==> src/rtl/alu_host_sequencer.sv <==
// alu_host_sequencer: initiator-side driver for the sequential 8-bit ALU.
// Takes one request (op + operand words), loads it into the ALU over
// BEGIN/op_code/inbus, waits for END while recording outbus, and returns
// the captured A/Q words (or a timeout error) on a response port.
//
// Handshakes: a transfer happens on a rising edge where valid and ready are
// both 1. The producer holds valid and its payload stable until that edge.
// Ready never depends combinationally on valid. Only one request is in
// flight: req_ready stays low from acceptance until the edge after the
// response is taken.
module alu_host_sequencer #(
   parameter int unsigned TIMEOUT_CYCLES = 64
) (
   input  logic       clk,
   input  logic       reset,
   input  logic       req_valid,
   output logic       req_ready,
   input  logic [1:0] req_op,
   input  logic [7:0] req_w0,
   input  logic [7:0] req_w1,
   input  logic [7:0] req_w2,
   output logic       alu_begin,
   output logic [1:0] alu_op_code,
   output logic [7:0] alu_inbus,
   input  logic [7:0] alu_outbus,
   input  logic       alu_end,
   output logic       resp_valid,
   input  logic       resp_ready,
   output logic [7:0] resp_hi,
   output logic [7:0] resp_lo,
   output logic       resp_err,
   output logic [1:0] o_dbg_state
);

   typedef enum logic [1:0] {
      S_IDLE = 2'd0,
      S_LOAD = 2'd1,
      S_WAIT = 2'd2,
      S_RESP = 2'd3
   } state_t;

   // Watchdog value of the last WAIT cycle allowed before abort.
   localparam logic [15:0] LP_WD_LAST = 16'(TIMEOUT_CYCLES - 1);

   state_t      r_state, w_state_nxt;
   logic [1:0]  r_op, w_op_nxt;
   logic [7:0]  r_w0, w_w0_nxt;
   logic [7:0]  r_w1, w_w1_nxt;
   logic [7:0]  r_w2, w_w2_nxt;
   logic [1:0]  r_last_idx, w_last_idx_nxt;
   logic [1:0]  r_idx, w_idx_nxt;
   logic [15:0] r_wd, w_wd_nxt;
   logic [7:0]  r_h0, w_h0_nxt;
   logic [7:0]  r_h1, w_h1_nxt;
   logic        r_req_ready, w_req_ready_nxt;
   logic        r_alu_begin, w_alu_begin_nxt;
   logic [7:0]  r_alu_inbus, w_alu_inbus_nxt;
   logic        r_resp_valid, w_resp_valid_nxt;
   logic [7:0]  r_resp_hi, w_resp_hi_nxt;
   logic [7:0]  r_resp_lo, w_resp_lo_nxt;
   logic        r_resp_err, w_resp_err_nxt;

   // Operand word for a given load slot: w0, w1, then w2 (divisor).
   function automatic logic [7:0] f_word(input logic [1:0] idx,
                                        input logic [7:0] w0,
                                        input logic [7:0] w1,
                                        input logic [7:0] w2);
      case (idx)
         2'd0:    f_word = w0;
         2'd1:    f_word = w1;
         default: f_word = w2;
      endcase
   endfunction

   // Next-state and next-output logic; every output is the registered copy.
   always_comb begin
      w_state_nxt      = r_state;
      w_op_nxt         = r_op;
      w_w0_nxt         = r_w0;
      w_w1_nxt         = r_w1;
      w_w2_nxt         = r_w2;
      w_last_idx_nxt   = r_last_idx;
      w_idx_nxt        = r_idx;
      w_wd_nxt         = r_wd;
      w_h0_nxt         = r_h0;
      w_h1_nxt         = r_h1;
      w_req_ready_nxt  = r_req_ready;
      w_alu_begin_nxt  = r_alu_begin;
      w_alu_inbus_nxt  = r_alu_inbus;
      w_resp_valid_nxt = r_resp_valid;
      w_resp_hi_nxt    = r_resp_hi;
      w_resp_lo_nxt    = r_resp_lo;
      w_resp_err_nxt   = r_resp_err;

      case (r_state)
         S_IDLE: begin
            if (req_valid && r_req_ready) begin
               w_op_nxt        = req_op;
               w_w0_nxt        = req_w0;
               w_w1_nxt        = req_w1;
               w_w2_nxt        = req_w2;
               w_last_idx_nxt  = (req_op == 2'b11) ? 2'd2 : 2'd1;
               w_idx_nxt       = 2'd0;
               w_req_ready_nxt = 1'b0;
               // First load cycle presents BEGIN together with w0.
               w_alu_begin_nxt = 1'b1;
               w_alu_inbus_nxt = req_w0;
               w_state_nxt     = S_LOAD;
            end
         end

         S_LOAD: begin
            w_alu_begin_nxt = 1'b0;
            if (r_idx == r_last_idx) begin
               w_alu_inbus_nxt = 8'h00;
               w_wd_nxt        = 16'h0000;
               w_h0_nxt        = 8'h00;
               w_h1_nxt        = 8'h00;
               w_state_nxt     = S_WAIT;
            end else begin
               w_idx_nxt       = r_idx + 2'd1;
               w_alu_inbus_nxt = f_word(r_idx + 2'd1, r_w0, r_w1, r_w2);
            end
         end

         S_WAIT: begin
            w_h1_nxt = r_h0;
            w_h0_nxt = alu_outbus;
            // END wins over a timeout landing on the same cycle.
            if (alu_end) begin
               w_resp_hi_nxt    = r_h1;
               w_resp_lo_nxt    = r_h0;
               w_resp_err_nxt   = 1'b0;
               w_resp_valid_nxt = 1'b1;
               w_state_nxt      = S_RESP;
            end else if (r_wd == LP_WD_LAST) begin
               w_resp_hi_nxt    = 8'h00;
               w_resp_lo_nxt    = 8'h00;
               w_resp_err_nxt   = 1'b1;
               w_resp_valid_nxt = 1'b1;
               w_state_nxt      = S_RESP;
            end else begin
               w_wd_nxt = r_wd + 16'd1;
            end
         end

         S_RESP: begin
            if (r_resp_valid && resp_ready) begin
               w_resp_valid_nxt = 1'b0;
               w_wd_nxt         = 16'h0000;
               w_h0_nxt         = 8'h00;
               w_h1_nxt         = 8'h00;
               w_req_ready_nxt  = 1'b1;
               w_state_nxt      = S_IDLE;
            end
         end

         default: begin
            w_state_nxt = S_IDLE;
         end
      endcase
   end

   // State and output registers with synchronous active-low reset.
   always_ff @(posedge clk) begin
      if (!reset) begin
         r_state      <= S_IDLE;
         r_op         <= 2'b00;
         r_w0         <= 8'h00;
         r_w1         <= 8'h00;
         r_w2         <= 8'h00;
         r_last_idx   <= 2'd0;
         r_idx        <= 2'd0;
         r_wd         <= 16'h0000;
         r_h0         <= 8'h00;
         r_h1         <= 8'h00;
         r_req_ready  <= 1'b1;
         r_alu_begin  <= 1'b0;
         r_alu_inbus  <= 8'h00;
         r_resp_valid <= 1'b0;
         r_resp_hi    <= 8'h00;
         r_resp_lo    <= 8'h00;
         r_resp_err   <= 1'b0;
      end else begin
         r_state      <= w_state_nxt;
         r_op         <= w_op_nxt;
         r_w0         <= w_w0_nxt;
         r_w1         <= w_w1_nxt;
         r_w2         <= w_w2_nxt;
         r_last_idx   <= w_last_idx_nxt;
         r_idx        <= w_idx_nxt;
         r_wd         <= w_wd_nxt;
         r_h0         <= w_h0_nxt;
         r_h1         <= w_h1_nxt;
         r_req_ready  <= w_req_ready_nxt;
         r_alu_begin  <= w_alu_begin_nxt;
         r_alu_inbus  <= w_alu_inbus_nxt;
         r_resp_valid <= w_resp_valid_nxt;
         r_resp_hi    <= w_resp_hi_nxt;
         r_resp_lo    <= w_resp_lo_nxt;
         r_resp_err   <= w_resp_err_nxt;
      end
   end

   assign req_ready   = r_req_ready;
   assign alu_begin   = r_alu_begin;
   assign alu_op_code = r_op;
   assign alu_inbus   = r_alu_inbus;
   assign resp_valid  = r_resp_valid;
   assign resp_hi     = r_resp_hi;
   assign resp_lo     = r_resp_lo;
   assign resp_err    = r_resp_err;
   assign o_dbg_state = r_state;

endmodule

==> config.mk <==
export PLATFORM = sky130hd
export DESIGN_NAME = alu_host_sequencer
export DESIGN_NICKNAME = d
export VERILOG_FILES = /design/src/rtl/alu_host_sequencer.sv
export SDC_FILE = /design/constraint.sdc
export NUM_CORES = 1
export LEC_CHECK = 0
export BUFFER_PORTS_ARGS = -buffer_cell sky130_fd_sc_hd__buf_2
export CAP_MARGIN = 20
export CORE_MARGIN = 2
export CORE_UTILIZATION = 50
export CTS_CLUSTER_DIAMETER = 40
export CTS_CLUSTER_SIZE = 28
export DETAILED_ROUTE_END_ITERATION = 10
export GPL_TIMING_DRIVEN = 0
export PLACE_DENSITY = 0.81
export SYNTH_ARGS = -nofsm -noshare
export SYNTH_HDL_FRONTEND = slang
export SYNTH_SLANG_ARGS = --single-unit
==> constraint.sdc <==
create_clock -name clk -period 2.2 [get_ports clk]
set_clock_uncertainty 0.1 [all_clocks]
set_input_delay 0.44 -clock clk [delete_from_list [all_inputs] [get_ports clk]]
set_output_delay 0.44 -clock clk [all_outputs]
set_load 0.005 [all_outputs]
==> impl_metrics.tcl, run 1 <==
set metrics [dict create \
    regToRegStartpoint "o_dbg_state[0]" \
    path_clk_slew_ns 0.10 \
    worstPathCellList "inv_2, ha_4, and2_4, a311o_1, a211o_4, and2_4, a211o_1" \
    synth_xor_area_share_pct 0.421 \
    setup_viol 0 \
    pwr_density_cell_mw_per_mm2 957 \
    ys_warn_count 0 \
    die_area_mm2 0.00906 \
    layout_common_cells "nand2_1, dfxtp_1, buf_2" \
    hold_class "in2reg" \
    setup_ws_ns 0.0296 \
    synth-seq-cells 92 \
    synth_top_family_by_area "compound AO/OA/AOI/OAI gates" \
    reg2regPathDepth 7 \
    post-dp-hpwl_um 7470 \
    cp.required_ns 2.36 \
    seq_area_frac_synth_pct 44.3 \
    gr-total-overflow 0 \
    maxCapViolCount 0 \
    synth-compound-area-share_pct 25.0 \
    core_area_mm2 0.00813 \
    tightest_slew_ns 0.572 \
    io_buffers 70 \
    grt_usage_pct 23.8 \
    drc 0 \
    vias 3944 \
    cts_tree "built" \
    place.gp.congestion 0.914 \
    regArea_mm2 0.00185 \
    wirelength_um 10600 \
    grt_pass1_wl_um 16800 \
    cts.sinks 92 \
    multi_input_area_mm2 0.00217 \
    clk-insertion-delay-late_ns 0.38 \
    fmax_mhz 461 \
    vdd_ir_drop_max_mv 0.654 \
    finalCritPeriodShare_pct 98.7 \
    htreeDepth 3 \
    total_leakage_power_nw 1.99 \
    status "completed" \
    synth_cells 490 \
    die_w_um 95.2 \
    synth_edf_count 0 \
    slew_headroom_pct 61.9 \
    busiest_layer "met2" \
    ys.flop_type "dfxtp_1" \
    hold_viol_final 0 \
    area_delta_synth_final_pct 18.5 \
    initial_core_util_pct 51.1 \
    synth_adder_area_share_pct 2.41 \
    gr-usage-met3_pct 5.61 \
    cts-root-buf "clkbuf_8" \
    synth_area_mm2 0.00416 \
    critPathCaptureType "flip-flop" \
    regToRegSetupSlack_ns 0.03 \
    diodes 0 \
    drive_gt1_share_pct 21.3 \
    synthMuxAreaShare_pct 0.241 \
    crit_slowest_cell "dfxtp_4" \
    clock_path_buffers 2 \
    hold_buffers 0 \
    cp_max_fo 6 \
    grt_max_degree 19 \
    syn_nets 537 \
    nFillCells 681 \
    p_int_mw 2.91 \
    setup.worst_path.start_class "flip-flop" \
    pwr-share-clk_pct 23.8 \
    min_period_ns 2.17 \
    use_met2_pct 39.0 \
    power_frac_comb_pct 33.7 \
    cts_made_buffers 9 \
    worstReg2RegEnd "r_wd[2]" \
    layout_commonest_cell "nand2_1" \
    path_common_cell "and2_4" \
    row_count 33 \
    die_y_um 95.2 \
    async_flop_share_pct 0 \
    routedWlPerCell_um 15.5 \
    final_max_slew_viol_count 0 \
    pwr-share-seq_pct 42.6 \
    antenna_found_initial 0 \
    dr.pass1.iters 6 \
    routed_via_density 5.78 \
    hold-path-endpoint "r_w1[2]" \
    swShare_pct 38.3 \
    pre_cts_slack_ns -0.352 \
    path_class "reg2reg" \
    synth-simple-area-share_pct 22.6 \
    critPathArrivalTime_ns 2.33 \
    fin_nets 619 \
    final_antenna_net_count 0 \
    drtIter0Drc 290 \
    switching_power_mw 1.81 \
    hold_path_depth 3 \
    use_met1_pct 30.9 \
    grt_pass1_vias 3571 \
    max_stage_delay_ns 0.41 \
    syn-mean-instance-area_um2 8.49 \
    ys_types 49 \
    finalPower_mw 4.71 \
    ioPinCount 71 \
    hold_start "req_w1[2]" \
]
==> routing by layer <==
metal  vias up  share of wire (%)  wire length, µm
li1       1903                  -                -
met5         -                  0                0
met2       177                 49             5170
met3        29                6.7              708
met1      1835                 43             4510
met4         0                1.7              181
==> registers in the layout, summed over array words and instances, names as in the netlist <==
| name | flops |
|---|---|
| r_h0 | 8 |
| alu_begin | 1 |
| r_idx | 2 |
| resp_hi | 8 |
| resp_err | 1 |
| resp_lo | 8 |
| req_ready | 1 |
| alu_op_code | 2 |
| o_dbg_state | 2 |
| r_w1 | 8 |
| r_w0 | 8 |
| r_wd | 16 |
| r_last_idx | 2 |
| resp_valid | 1 |
| r_h1 | 8 |
| alu_inbus | 8 |
| r_w2 | 8 |
==> synth_stat cells, types with 2 or more instances <==
master	n	share of area (%)
inv_1	19	1.7
nor2b_1	17	2.6
or3_1	6	0.90
o211a_1	10	2.4
o21a_1	4	0.72
buf_2	5	0.60
ha_1	8	2.4
o221a_2	4	1.1
nor4_1	3	0.45
a22oi_1	24	4.3
o211ai_1	2	0.36
nand2_1	93	8.4
nor3b_1	5	0.90
a21oi_1	16	1.9
clkbuf_1	26	2.3
nand4_1	3	0.45
nand2b_1	2	0.30
nor2_1	18	1.6
a211o_1	3	0.63
nand3_1	24	2.9
and4_1	2	0.42
xor2_1	2	0.42
dfxtp_1	92	44
nor3_1	8	0.96
o21ai_0	12	1.4
and3_1	6	0.90
and2_1	2	0.30
o221ai_1	8	1.7
a21boi_0	46	8.3
==> worst max-delay path by stage <==
stage	startpoint	end	slack (ns)	cells past startpoint
2_1_floorplan	o_dbg_state[0]	r_wd[2]	0.02	8
3_3_place_gp	o_dbg_state[1]	alu_inbus[7]	-0.28	8
3_5_place_dp	o_dbg_state[1]	alu_inbus[7]	-0.35	8
4_1_cts	o_dbg_state[0]	r_wd[2]	0.002	7
5_1_grt	o_dbg_state[0]	r_wd[2]	-0.03	7
6_report	o_dbg_state[0]	r_wd[2]	0.03	7
==> critical path, delay by kind of cell, from the launching register on <==
family,cells,cell delay [ns]
compound gates,3,0.95
fa+ha+maj,1,0.18
buf+inv,1,0.08
flops,1,0.41
simple gates,2,0.33
==> timing repair <==
item | in CTS | in global routing
pin swaps | 1 | 2
setup buffers | 0 | 3
setup endpoints to repair | 32 | 33
gates resized for setup | 11 | 20
==> metrics by stage <==
| stage | utilization [%] | cells | area, µm² | TNS, ns | hold slack [ns] |
|---|---|---|---|---|---|
| 6_report | 60.6 | 682 | 4930 | 0 | 0.206 |
| 3_3_place_gp | 57.1 | 665 | 4640 | -1.85 | 0.350 |
| 5_1_grt | 60.6 | 682 | 4930 | -0.0403 | 0.194 |
| 4_1_cts | 59.6 | 679 | 4850 | 0 | 0.199 |
| 2_1_floorplan | - | 490 | 4160 | 0 | 0.341 |
| 3_5_place_dp | 57.1 | 665 | 4640 | -3.55 | 0.356 |
==> power groups by stage <==
stage                     registers, mW  logic (mW)  clock network [mW]
after floorplan                    2.00       0.987                   0
after global placement             2.01        1.40                   0
after detailed placement           2.01        1.44                   0
after CTS                          1.98        1.47                1.13
after global routing               2.03        1.75                1.20
final                              2.01        1.59                1.12
==> cells by family (layout without fill, tap and decap cells) <==
group	Yosys count	count (layout)
buffers and inverters	52	139
xor gates and xnor gates	2	2
DFF	92	92
muxes	1	1
adders and majority gates	8	8
and+or+nand+nor	196	196
AOI/OAI and AO/OA	139	139
==> layout make-up <==
cell class | instances | share of cell area, %
inverters | 19 | 1.45
repair buffers | 73 | 7.57
well taps | 105 | 2.67
multi-input cells | 346 | 44.0
clock buffers | 9 | 2.51
flip-flops and latches | 92 | 37.6
plain buffers | 31 | 2.84
clock inverters | 7 | 1.37
Power figures use the tool's default switching activity.
==> run 2: changes to the inputs <==
--- a/config.mk
+++ b/config.mk
@@ -8,12 +8,12 @@
 export BUFFER_PORTS_ARGS = -buffer_cell sky130_fd_sc_hd__buf_2
 export CAP_MARGIN = 20
 export CORE_MARGIN = 2
-export CORE_UTILIZATION = 50
-export CTS_CLUSTER_DIAMETER = 40
+export CORE_UTILIZATION = 60
+export CTS_CLUSTER_DIAMETER = 100
 export CTS_CLUSTER_SIZE = 28
 export DETAILED_ROUTE_END_ITERATION = 10
 export GPL_TIMING_DRIVEN = 0
-export PLACE_DENSITY = 0.81
+export PLACE_DENSITY = 0.9
 export SYNTH_ARGS = -nofsm -noshare
 export SYNTH_HDL_FRONTEND = slang
 export SYNTH_SLANG_ARGS = --single-unit
==> constraint.sdc (replaced) <==
create_clock -name clk -period 2.7 [get_ports clk]
set_clock_uncertainty 0.1 [all_clocks]
set_input_delay 0.54 -clock clk [delete_from_list [all_inputs] [get_ports clk]]
set_output_delay 0.54 -clock clk [all_outputs]
set_load 0.005 [all_outputs]
==> run 2 against run 1 <==
Worst setup slack improved by 0.18 ns. Critical path depth up 1. Via count is 0.13% lower. Critical path type unchanged. Critical endpoint unchanged. Highest routed layer unchanged.
==> impl_metrics.tcl, run 2 (synthesized netlist as in run 1, its figures left out) <==
set metrics [dict create \
    row_count 30 \
    grt_pass1_vias 3679 \
    hold_viol_final 0 \
    path_class "reg2reg" \
    power_frac_comb_pct 32.4 \
    die_y_um 87.2 \
    min_period_ns 2.49 \
    finalCritPeriodShare_pct 92.4 \
    p_int_mw 2.30 \
    routedWlPerCell_um 16.3 \
    cts_made_buffers 9 \
    dpl_cell_area_mm2 0.00461 \
    switching_power_mw 1.43 \
    pwr-share-seq_pct 43.4 \
    critPathArrivalTime_ns 2.65 \
    area_delta_synth_final_pct 15.6 \
    htreeDepth 3 \
    gr-total-overflow 0 \
    cts_setup_buffers 0 \
    top_register "r_wd" \
    setup.worst_path.start_class "flip-flop" \
    tightest_slew_ns 0.680 \
    status "completed" \
    die_w_um 87.2 \
    routed_via_density 6.00 \
    total_leakage_power_nw 1.97 \
    largest_reg_flops 16 \
    fmax_mhz 401 \
    grt_setup_unrepaired "no" \
    hold_class "in2reg" \
    pwr_density_cell_mw_per_mm2 775 \
    slew_headroom_pct 54.4 \
    grt_pass1_wl_um 17400 \
    final_antenna_net_count 0 \
    drive_gt1_share_pct 17.7 \
    design_area_mm2 0.00481 \
    drtIter0Drc 367 \
    critPathTopFamily "compound AO/OA/AOI/OAI gates" \
    final_max_slew_viol_count 0 \
    layout_common_cells "nand2_1, dfxtp_1, buf_2" \
    vdd_ir_drop_max_mv 0.596 \
    layout_commonest_cell "nand2_1" \
    ioPinCount 71 \
    path_buf_inv 2 \
    critPathCaptureType "flip-flop" \
    max_stage_delay_ns 0.42 \
    grt_usage_pct 28.8 \
    cts-root-buf "clkbuf_8" \
    path_clk_slew_ns 0.10 \
    io_buffers 70 \
    drc 0 \
    setup_viol 0 \
    wirelength_um 10700 \
    cts.sinks 92 \
    cp_max_fo 9 \
    worstPathCellList "inv_1, ha_1, and2_1, buf_2, a311o_1, a211o_4, and2_4, a211o_1" \
    clk-insertion-delay-late_ns 0.36 \
    diodes 0 \
    die_area_mm2 0.00761 \
    maxCapViolCount 0 \
    fin_nets 618 \
    initial_core_util_pct 61.5 \
    place.gp.congestion 0.934 \
    core_area_mm2 0.00676 \
    grt_max_degree 19 \
    clock_path_buffers 2 \
    cts_tree "built" \
    cp.required_ns 2.86 \
    antenna_found_initial 0 \
    dr.pass1.iters 5 \
    crit_slowest_cell "dfxtp_1" \
    post-dp-hpwl_um 7510 \
    tns_ns 0 \
    nFillCells 500 \
    vias 3939 \
    swShare_pct 38.4 \
    pwr-share-clk_pct 24.2 \
]
## run 2: cell types whose count changed in the layout (fill, tap and decap cells not counted), moves of 2 or more
cell      before  now
inv_1         16   19
clkbuf_1      20   25
inv_2          3    0
clkbuf_2       3    1
ha_1           3    8
ha_4           3    0
dfxtp_1       89   92
ha_2           2    0
dfxtp_4        2    0
buf_4          4    0
## run 2: final cells by class
class / instances / area, µm² / area share (%)
multi-input combinational: 346 / 2110 / 43.8
sequential: 92 / 1840 / 38.3
timing repair buffer: 70 / 350 / 7.29
buffer: 33 / 139 / 2.89
clock buffer: 9 / 124 / 2.58
tap: 80 / 100 / 2.08
clock inverter: 7 / 72.6 / 1.51
inverter: 19 / 71.3 / 1.48
## run 2: worst reg2reg max path, stage by stage (launching register included)
cell and delay [ns]:
dfxtp_1 0.42, inv_1 0.11, ha_1 0.26, and2_1 0.16, buf_2 0.18, a311o_1 0.37, a211o_4 0.32, and2_4 0.20
a211o_1 0.28
## run 2: power by group through the flow
stage | clock network [mW] | logic [mW] | registers (mW)
final | 0.900 | 1.21 | 1.62
after global routing | 0.957 | 1.34 | 1.63
after CTS | 0.905 | 1.19 | 1.61
after detailed placement | 0 | 1.18 | 1.64
after global placement | 0 | 1.14 | 1.64
after floorplan | 0 | 0.803 | 1.63
## run 2: per-layer routing
layer,track usage (%),vias to the layer above,routed length (µm)
li1,-,1895,-
met1,36.3,1852,4600
met2,48.3,171,5220
met3,5.12,21,708
met4,12.6,0,180
met5,0,-,0
## run 2: what timing repair did
item | in CTS | in global routing
resized for setup | 0 | 2
hold buffers | 0 | 0
setup endpoints to repair | 0 | 1
## run 2: through the flow
step	cells	setup WS [ns]	util (%)	power (mW)	hold slack, ns
3_3_place_gp	640	0.201	68.2	2.77	0.350
4_1_cts	656	0.145	71.1	3.71	0.310
2_1_floorplan	490	0.425	-	2.43	0.341
3_5_place_dp	640	0.169	68.2	2.82	0.355
6_report	656	0.206	71.1	3.73	0.316
5_1_grt	656	0.0974	71.1	3.93	0.331
## run 2: worst paths after layout
path / cells past startpoint / end / start / slack [ns]
setup / recovery: 8 / r_wd[2] / o_dbg_state[0] / 0.21
hold / removal: 3 / r_w1[3] / req_w1[3] / 0.32
setup reg to reg: 8 / r_wd[2] / o_dbg_state[0] / 0.21
hold reg to reg: 2 / alu_op_code[1] / alu_op_code[1] / 0.37
